## config.mk

```make
export PLATFORM = sky130hd
export DESIGN_NAME = arbiter_lru_n
export DESIGN_NICKNAME = d
export VERILOG_FILES = /design/src/rtl/arbiter_lru_n.sv
export SDC_FILE = /design/constraint.sdc
export NUM_CORES = 1
export LEC_CHECK = 0
export CORE_AREA = 2 2 44 46
export DETAILED_ROUTE_END_ITERATION = 16
export DIE_AREA = 0 0 46 48
export DONT_BUFFER_PORTS = 1
export PLACE_DENSITY = 0.74
export SLEW_MARGIN = 0
export SYNTH_ARGS = -nofsm -noshare
export SYNTH_HDL_FRONTEND = slang
export SYNTH_SLANG_ARGS = --single-unit
export TNS_END_PERCENT = 10
```

## constraint.sdc

```tcl
create_clock -name clk -period 2.7 [get_ports clk]
set_input_delay 0.54 -clock clk [delete_from_list [all_inputs] [get_ports clk]]
set_output_delay 0.54 -clock clk [all_outputs]
set_load 0.02 [all_outputs]
```

## src/rtl/arbiter_lru_n.sv

```systemverilog
// rtl/arbiter_lru_n.sv - N-way least-recently-granted arbiter with optional grant lock
module arbiter_lru_n #(
  parameter int N       = 4,
  parameter int LOCK_EN = 1,
  localparam int IDX_W  = (N > 2) ? $clog2(N) : 1
) (
  input  logic             clk,
  input  logic             reset_n,
  input  logic             enable,
  input  logic [N-1:0]     req_vector,
  input  logic [N-1:0]     lock_vector,
  output logic [N-1:0]     grant_vector,
  output logic             grant_valid,
  output logic [IDX_W-1:0] grant_idx
);

  if (N < 2 || N > 16) begin : g_bad_n
    $error("arbiter_lru_n: N must be in the range 2..16");
  end

  // order_q[0] is the least recently granted requester, order_q[N-1] the most recent
  logic [IDX_W-1:0] order_q [N];
  logic [IDX_W-1:0] order_d [N];
  logic [N-1:0]     grant_q, grant_d;
  logic [IDX_W-1:0] idx_q, idx_d;
  logic             valid_q, valid_d;

  logic             hold;
  logic             found;
  logic [IDX_W-1:0] win;
  int               pos;

  always_comb begin
    hold    = (LOCK_EN != 0) && valid_q && req_vector[idx_q] && lock_vector[idx_q];
    found   = 1'b0;
    win     = '0;
    pos     = 0;
    order_d = order_q;
    grant_d = '0;
    idx_d   = '0;
    valid_d = 1'b0;

    for (int p = 0; p < N; p++) begin
      if (!found && req_vector[order_q[p]]) begin
        found = 1'b1;
        win   = order_q[p];
        pos   = p;
      end
    end

    if (enable) begin
      if (hold) begin
        grant_d = grant_q;
        idx_d   = idx_q;
        valid_d = 1'b1;
      end else if (found) begin
        grant_d[win] = 1'b1;
        idx_d        = win;
        valid_d      = 1'b1;
        // Winner moves to the MRU slot; everything behind it slides one toward LRU
        for (int k = 0; k < N - 1; k++) begin
          if (k >= pos) begin
            order_d[k] = order_q[k+1];
          end
        end
        order_d[N-1] = win;
      end
    end
  end

  always_ff @(posedge clk or negedge reset_n) begin
    if (!reset_n) begin
      for (int i = 0; i < N; i++) begin
        order_q[i] <= IDX_W'(i);
      end
      grant_q <= '0;
      idx_q   <= '0;
      valid_q <= 1'b0;
    end else begin
      order_q <= order_d;
      grant_q <= grant_d;
      idx_q   <= idx_d;
      valid_q <= valid_d;
    end
  end

  assign grant_vector = grant_q;
  assign grant_valid  = valid_q;
  assign grant_idx    = idx_q;

endmodule

```

==> results of run 1 <==
-- worst min path at each step --
stage,startpoint,end,slack [ns],cells past startpoint
floorplan,reset_n,grant_idx[0],0.24,0
global placement,reset_n,order_q[6],0.24,0
detailed placement,reset_n,order_q[5],0.24,0
CTS,reset_n,order_q[4],0.08,0
global route,reset_n,order_q[4],0.06,0
finish,reset_n,order_q[3],0.09,0
-- cells by family (layout without fill, tap and decap cells) --
group / Yosys count / count (layout) / synth area share (%)
AOI/OAI and AO/OA: 18 / 18 / 16.04
and+or+nand+nor: 22 / 22 / 13.11
DFF: 15 / 15 / 42.40
buffers and inverters: 2 / 5 / 1.812
muxes: 16 / 16 / 26.64
-- final cells by class --
type                    instances  area, µm²
fillers                       144      750.7
multi-input cells              56      500.5
flip-flops and latches         15      380.4
clock buffers                   4      26.28
well taps                      17      21.27
repair buffers                  1      10.01
-- worst max-delay path: cells and delay by family (launching register included) --
| family | cells | cell delay, ns |
|---|---|---|
| compound gates | 2 | 0.37 |
| flops | 1 | 0.58 |
| mux | 1 | 0.50 |
| simple gates | 2 | 0.87 |
-- Yosys cell counts (2+ instances only) --
cell	count
a22o_1	2
nand2_1	8
dfstp_2	4
o21ai_0	4
nor2_1	2
and2_1	4
mux2i_1	3
mux4_2	3
mux2_2	8
a21o_2	2
dfrtp_1	11
nor3_1	2
a21oi_1	2
-- stage by stage --
stage	cells	hold WS, ns	setup WS, ns
floorplan	73	0.2444	0.3774
global placement	88	0.2448	0.3631
finish	93	0.08692	0.3236
global route	93	0.06299	0.2282
detailed placement	88	0.2449	0.3362
CTS	93	0.08008	0.3208
-- layer usage --
metal	GRT usage, %	wire length (µm)	vias to the layer above
met4	6.857	14	0
li1	-	-	283
met5	0	0	-
met3	4.906	121	2
met2	27.78	776	21
met1	20.19	725	298
-- power by group through the flow --
stage	clock, mW	combinational [mW]	sequential, mW
floorplan	0	0.356	0.446
detailed placement	0	0.386	0.475
finish	0.128	0.394	0.468
global route	0.147	0.434	0.481
CTS	0.134	0.396	0.469
global placement	0	0.384	0.472
-- state kept, by name, indices dropped and copies added, names as in the netlist --
register      flops
grant_idx         2
grant_vector      4
grant_valid       1
order_q           8
==> impl_metrics.ini, run 1 <==
[layout]
drive_gt1_share_pct = 32.89
post-route-util_pct = 55.56
stdcell_area_um2 = 938.4
nets = 88
final_cell_mix = dfrtp_1, nand2_1, mux2_2
area_growth_pct = 4.603
layout.cells.most_common = dfrtp_1
n_antenna_cell = 0

[sta]
slew_headroom_pct = 65.68
max_clock_freq_mhz = 420.8
setup_viol = 0
tns_ns = 0
rsz0062_at_grt = false
hold_violations = 0
period_minus_slack_ns = 2.376
final_max_slew_viol_count = 0
period_share_pct = 88.02
skew_ns = 0.005172
tightest_slew_ns = 0.5131

[global_route]
grt_usage_pct = 16.67
grt_pass1_vias = 600
grt_max_degree = 12
overflow = 0
grt_pass1_wl_um = 2511
grt_antenna_before_repair = 0

[clock_network]
cts_made_buffers = 3
clock_latency_ns = 0.28
cts_tree = done
cts_sinks = 15
ctsHoldBuffers = 1
cts_buffer_depth = 2
postCtsSetupBuffers = 0
cts_root_buf = clkbuf_4
worst_setup_hold_path_clk_slew_ns = 0.09
ctsResizeCount = 0
cts_max_level = 1

[floorplan]
die_x_um = 46
initial_core_util_pct = 53.11
fp.dieArea_um2 = 2208
fp.dieH_um = 48
coreArea_um2 = 1689
rows = 15
ios = 18

[place]
dpl-instance-area_um2 = 902.1
gp_congestion = 0.8098
io_buffers = 0
dp_hpwl_um = 1186

[detailed_routing]
route.detailed.drc = 0
dr_total_vias = 604
first_iter_violations = 15
ant_nets = 0
vias_per_cell = 6.495
drt_first_pass_iters = 4
wirelength_um = 1638
wire_per_inst_um = 17.61

[setup_path]
startpoint_type = register
crit_end = grant_vector[3]
critical_path_required_ns = 2.92
cp-end-kind = register
crit_fanout = 7
r2r_start = order_q[4]
slowest_stage = dfstp_2
crit_start = order_q[4]
path_cells = mux4_2, or2_1, or4_4, a21boi_4, a22o_1
reg2reg_setup_slack_ns = 0.32
r2r-end = grant_vector[3]
max_stage_delay_ns = 0.58
arrival_ns = 2.60
reg2reg_depth = 5
critPathKind = reg -> reg

[synth]
synthesis.area_um2 = 897.1
synth_edf_count = 0
syn_nets = 84
synth_top_cell_by_area = dfrtp_1
ys_warn_count = 0
synth_seq_cells = 15
yosys_most_used_dff = dfrtp_1
ys_types = 31
syn_avg_cell_area_um2 = 12.29
seq_area_frac_synth_pct = 42.40
yosys-top-cells-area = dfrtp_1, dfstp_2, mux2_2, mux4_2, mux2i_1
synth_top_area_share_pct = 30.68
netlist_instances = 73
async_flop_share_pct = 100.0

[power_and_ir_drop]
ir_drop_v = 0.0004375
intPower_uw = 609.5
power_density_nw_per_um2 = 1055
switching_power_uw = 380.5
power.share.clock_pct = 12.9
total_leakage_power_nw = 0.3849
comb_power_share_pct = 39.8
finalPower_uw = 990.0
swShare_pct = 38.44
p_seq_share_pct = 47.3

[job]
max-cap-violations = 0

[hold_path]
min_path_type = in -> async

[status]
status = finished, final reports clean
Power figures use the tool's default switching activity.
==> run 2: changes to the inputs <==
- HOLD_SLACK_MARGIN: unset -> 0.05
==> results of run 2 <==
Final layout, timing and power as in run 1 (identical DEF).
==> run 3: changes to the inputs <==
- ABC_AREA: unset -> 1
- CORE_AREA: 2 2 44 46 -> 2 2 46 48
- DIE_AREA: 0 0 46 48 -> 0 0 48 50
==> impl_metrics.ini, run 3 <==
[setup_path]
critical_path_required_ns = 2.89
max_stage_delay_ns = 0.57
path_cells = inv_2, nand2_2, nand2_1, nand2_1, nand2_2, nor2_4, nand4_2, nand2_2, inv_2, nand2_1, o21ai_0
arrival_ns = 1.79
crit_fanout = 8
startpoint_type = register
slowest_stage = dfstp_2
critPathKind = reg -> reg
cp-end-kind = register

[layout]
fillCellCount = 188
area_growth_pct = 7.289
n_antenna_cell = 0
largest_reg_flops = 8
regMostFlops = order_q
drive_gt1_share_pct = 16.22
seqCellArea_um2 = 380.4
layout.cells.most_common = nand2_1
stdcell_area_um2 = 1050
final_cell_mix = nand2_1, nand3_1, inv_1, dfrtp_1, o21ai_0
nets = 160
multiInputGateArea_um2 = 526.8

[synth]
synth_top_area_share_pct = 28.13
yosysMostFrequentCell = nand2_1
synth_top_cell_by_area = dfrtp_1
ys_warn_count = 0
ys_types = 17
yosys-top-cells-area = dfrtp_1, nand2_1, nand3_1, dfstp_2, inv_1
async_flop_share_pct = 100.0
syn_nets = 154
yosys_most_used_dff = dfrtp_1
netlist_instances = 143
seq_area_frac_synth_pct = 38.87
synthTopCellsByCount = nand2_1, nand3_1, inv_1, dfrtp_1, o21ai_0
syn_avg_cell_area_um2 = 6.842
synth_edf_count = 0
synth_seq_cells = 15
synthesis.area_um2 = 978.4

[floorplan]
rows = 16
fp.dieH_um = 50
initial_core_util_pct = 51.45
ios = 18
fp.dieArea_um2 = 2400
die_x_um = 48
coreArea_um2 = 1902

[place]
io_buffers = 0
pre_cts_ws_ns = 1.065
gp_congestion = 0.8843
dp_hpwl_um = 1843
dpl-instance-area_um2 = 1012

[power_and_ir_drop]
power.share.clock_pct = 11.3
ir_drop_v = 0.0005546
comb_power_share_pct = 48.7
swShare_pct = 51.91
power_density_nw_per_um2 = 1132
p_seq_share_pct = 39.9
total_leakage_power_nw = 0.5341
switching_power_uw = 616.7
intPower_uw = 571.3

[global_route]
grt_max_degree = 12
grt_pass1_vias = 926
grt_pass1_wl_um = 4077
grt_antenna_before_repair = 0
grt_usage_pct = 23.75
overflow = 0

[sta]
max_clock_freq_mhz = 624.5
final_max_slew_viol_count = 0
period_minus_slack_ns = 1.601
rsz0062_at_grt = false
hold_violations = 0
layout_setup_ws_ns = 1.099
setup_viol = 0
skew_ns = 0.01068
tns_ns = 0
period_share_pct = 59.30
tightest_slew_ns = 0.5366
slew_headroom_pct = 64.11

[clock_network]
cts_buffer_depth = 2
clock_latency_ns = 0.30
cts_root_buf = clkbuf_4
worst_setup_hold_path_clk_slew_ns = 0.10
cts_made_buffers = 3
cts_tree = done
cts_max_level = 1
cts_sinks = 15

[hold_path]
min_path_type = in -> async

[detailed_routing]
route.detailed.drc = 0
first_iter_violations = 20
wirelength_um = 2374
vias_per_cell = 5.354
ant_nets = 0
dr_total_vias = 937
drt_first_pass_iters = 4
wire_per_inst_um = 13.57

[job]
max-cap-violations = 0

[status]
status = finished, final reports clean
run 3: cell count changes in the layout (fill, tap and decap cells not counted), sizes merged, moves of 5 or more:
cell | previous run | this run
nand3 | 0 | 25
inv | 0 | 19
o21ai | 4 | 13
nand2 | 8 | 58
mux2 | 8 | 0
mux4 | 5 | 0
nand4 | 0 | 7
run 3: final timing paths:
path | from | depth (start not counted) | endpoint | slack, ns
max | order_q[4] | 11 | grant_idx[1] | 1.10
min | reset_n | 0 | order_q[0] | 0.07
max reg2reg | order_q[4] | 11 | grant_idx[1] | 1.10
min reg2reg | order_q[3] | 2 | order_q[3] | 0.54
max in group asynchronous | reset_n | 1 | order_q[7] | 1.68
min in group clk | enable | 2 | grant_valid | 0.38
run 3: area by class of cell:
type / count / area share (%)
Sequential cell: 15 / 36.23
Clock buffer: 3 / 2.145
Multi-Input combinational cell: 109 / 50.18
Inverter: 19 / 6.794
Clock inverter: 1 / 0.4768
Timing Repair Buffer: 1 / 0.9535
Tap cell: 27 / 3.218
run 3: logic make-up (layout without fill, tap and decap cells):
family / Yosys count / count (layout) / share of synthesized area (%)
AOI/OAI and AO/OA: 13 / 13 / 7.033
and+or+nand+nor: 96 / 96 / 46.80
DFF: 15 / 15 / 38.87
buffers and inverters: 19 / 24 / 7.288
run 3: worst max-delay path: cells and delay by family (launching register included):
kind / cells / cell delay [ns]
AOI/OAI and AO/OA: 1 / 0.08
DFF: 1 / 0.57
and+or+nand+nor: 8 / 0.73
buffers and inverters: 2 / 0.14
run 3: layer usage:
| layer | global-route usage (%) | part of all wire, % | up-vias |
|---|---|---|---|
| met5 | 0 | 0 | - |
| li1 | - | - | 476 |
| met2 | 38.22 | 50 | 24 |
| met1 | 33.10 | 45 | 432 |
| met3 | 2.198 | 3.7 | 5 |
| met4 | 6.306 | 1.2 | 0 |
run 3: through the flow:
stage	hold slack [ns]	utilization, %	total power [mW]	instances
CTS	0.07324	55.20	1.186	175
global placement	0.2447	53.22	1.021	170
finish	0.06990	55.20	1.188	175
detailed placement	0.2447	53.22	1.048	170
floorplan	0.2444	-	0.9169	143
global route	0.06337	55.20	1.296	175
run 3: power groups by stage:
stage | combinational (mW) | sequential (mW) | clock (mW)
2_1_floorplan | 0.469 | 0.448 | 0
4_1_cts | 0.577 | 0.474 | 0.135
3_3_place_gp | 0.546 | 0.475 | 0
6_report | 0.579 | 0.474 | 0.135
5_1_grt | 0.667 | 0.487 | 0.142
3_5_place_dp | 0.569 | 0.479 | 0
run 3: timing repair:
item                      in CTS  in global routing
resized for setup              0                  0
buffers inserted               0                  0
hold endpoints to repair      11                  0
hold buffers                   1                  0
==> variant, RTL diff (config.mk and constraints of run 1) <==
Set the parameter `N` to 2 (it was 4).
--- a/src/rtl/arbiter_lru_n.sv
+++ b/src/rtl/arbiter_lru_n.sv
@@ -1,6 +1,6 @@
 // rtl/arbiter_lru_n.sv - N-way least-recently-granted arbiter with optional grant lock
 module arbiter_lru_n #(
-  parameter int N       = 4,
+  parameter int N       = 2,
   parameter int LOCK_EN = 1,
   localparam int IDX_W  = (N > 2) ? $clog2(N) : 1
 ) (
Interface: changed (resized grant_idx, grant_vector, lock_vector and req_vector); port bits go from 18 to 11. The function was not compared with the original's and may differ.
==> variant against run 1 <==
- utilization decreased by 35 points
- sequential cell count decreased by 10
- setup slack improved by 880 ps
- count of clock-buffer cells in the layout unchanged
- synthesized area decreased by 68%
- via count decreased by 56%
- design area decreased by 64%
- final cell count decreased by 46%
- total power decreased by 82%
- die area unchanged
- global-route usage decreased by 9.2 points
- routed wire length decreased by 60%
- highest routed layer unchanged
==> variant: results (changes against run 1) <==
<table>
<tr><th>Metric</th><th>Value</th></tr>
<tr><th colspan="2">Status</th></tr>
<tr><td>Outcome</td><td>finished clean</td></tr>
<tr><th colspan="2">Pwr</th></tr>
<tr><td>Highest ir drop seen on vdd</td><td>0.200 mV (-54%)</td></tr>
<tr><td>Leak pwr</td><td>0.123 nW (-68%)</td></tr>
<tr><td>Fraction of power consumed by sequential logic</td><td>0.450 (-0.023)</td></tr>
<tr><th colspan="2">Synthesis</th></tr>
<tr><td>Fraction of the mapped netlist area in compound gates</td><td>0.305 (+0.144)</td></tr>
<tr><td>Leading post-synthesis cells by cell area</td><td>dfrtp_1 34%, dfstp_2 9.0%, nand4_1 6.4%</td></tr>
<tr><td>Distinct cells, synth</td><td>21 (-32%)</td></tr>
<tr><td>Sequential area share after synthesis</td><td>0.433 (+0.00949)</td></tr>
<tr><th colspan="2">Worst setup path</th></tr>
<tr><td>Worst reg-to-reg path cell count</td><td>3 (-2)</td></tr>
<tr><td>Reg-to-Reg End</td><td>order_q[1]</td></tr>
<tr><td>Maximum fanout encountered on the critical timing path</td><td>6 (-1)</td></tr>
<tr><td>Data arrival time at the worst-slack endpoint</td><td>1650 ps (-950 ps)</td></tr>
<tr><th colspan="2">GRT</th></tr>
<tr><td>Vias in the first global route</td><td>261 (-56%)</td></tr>
<tr><td>Met1 usage</td><td>0.0622 (-0.140)</td></tr>
<tr><td>GRT Util Overall</td><td>0.0744 (-0.0922)</td></tr>
<tr><td>Pin count of the biggest net entering global routing</td><td>9 (-3)</td></tr>
<tr><th colspan="2">Place</th></tr>
<tr><td>Placer's final routability congestion estimate</td><td>0.767 (-5.2%)</td></tr>
<tr><td>Placed wire-length estimate after detailed placement</td><td>501 um (-58%)</td></tr>
<tr><td>Post-Place Cell Area</td><td>305 um2 (-66%)</td></tr>
<tr><td>Placed insts</td><td>45 (-49%)</td></tr>
<tr><td>Placement-stage worst setup slack</td><td>1220 ps (+886 ps)</td></tr>
<tr><th colspan="2">Clock network</th></tr>
<tr><td>Clock slew seen by the registers of the worst setup and hold paths</td><td>50 ps (-40 ps)</td></tr>
<tr><th colspan="2">Drt</th></tr>
<tr><td>Routed wire length</td><td>662 um (-60%)</td></tr>
<tr><td>First drt pass iteration count</td><td>3 (-1)</td></tr>
<tr><td>Met2 routed wirelength</td><td>312 um (-60%)</td></tr>
<tr><td>Sum of routed wire segments on met1</td><td>267 um (-63%)</td></tr>
<tr><th colspan="2">Timing</th></tr>
<tr><td>Worst slew margin relative to its limit</td><td>0.717 (+0.0599)</td></tr>
<tr><td>Shortest period the worst path allows</td><td>1500 ps (-876 ps)</td></tr>
<tr><td>Clk_skew</td><td>5.98 ps (+0.813 ps)</td></tr>
<tr><th colspan="2">Final layout</th></tr>
<tr><td>Number of fillers in the final layout</td><td>185 (+28%)</td></tr>
<tr><td>Nets</td><td>41 (-53%)</td></tr>
<tr><td>Share of final-layout standard cells stronger than drive strength 1</td><td>0.242 (-0.0865)</td></tr>
</table>
-- variant: power by group through the flow --
stage / Sequential, mW / Combinational, mW / Clock [mW]
CTS: 0.0822 / 0.0108 / 0.0944
global route: 0.0825 / 0.0120 / 0.101
detailed placement: 0.0834 / 0.00855 / 0
global placement: 0.0833 / 0.00846 / 0
floorplan: 0.0827 / 0.00754 / 0
finish: 0.0822 / 0.0106 / 0.0898
-- variant: worst min-delay path by stage --
stage                  from  depth (start not counted)           to  slack [ps]
floorplan           reset_n                          0  grant_valid         240
global placement    reset_n                          0   order_q[1]         240
detailed placement  reset_n                          0   order_q[1]         240
CTS                 reset_n                          0   order_q[0]         120
global route        reset_n                          0   order_q[0]         110
finish              reset_n                          0   order_q[0]         130
-- variant: area by class of cell --
type	instances	area [um2]	area share
multi-input cells	22	154	0.451
clock buffers	4	26.3	0.0769
inverters	1	3.75	0.0110
flip-flops and latches	5	126	0.370
repair buffers	1	10.0	0.0293
well taps	17	21.3	0.0623
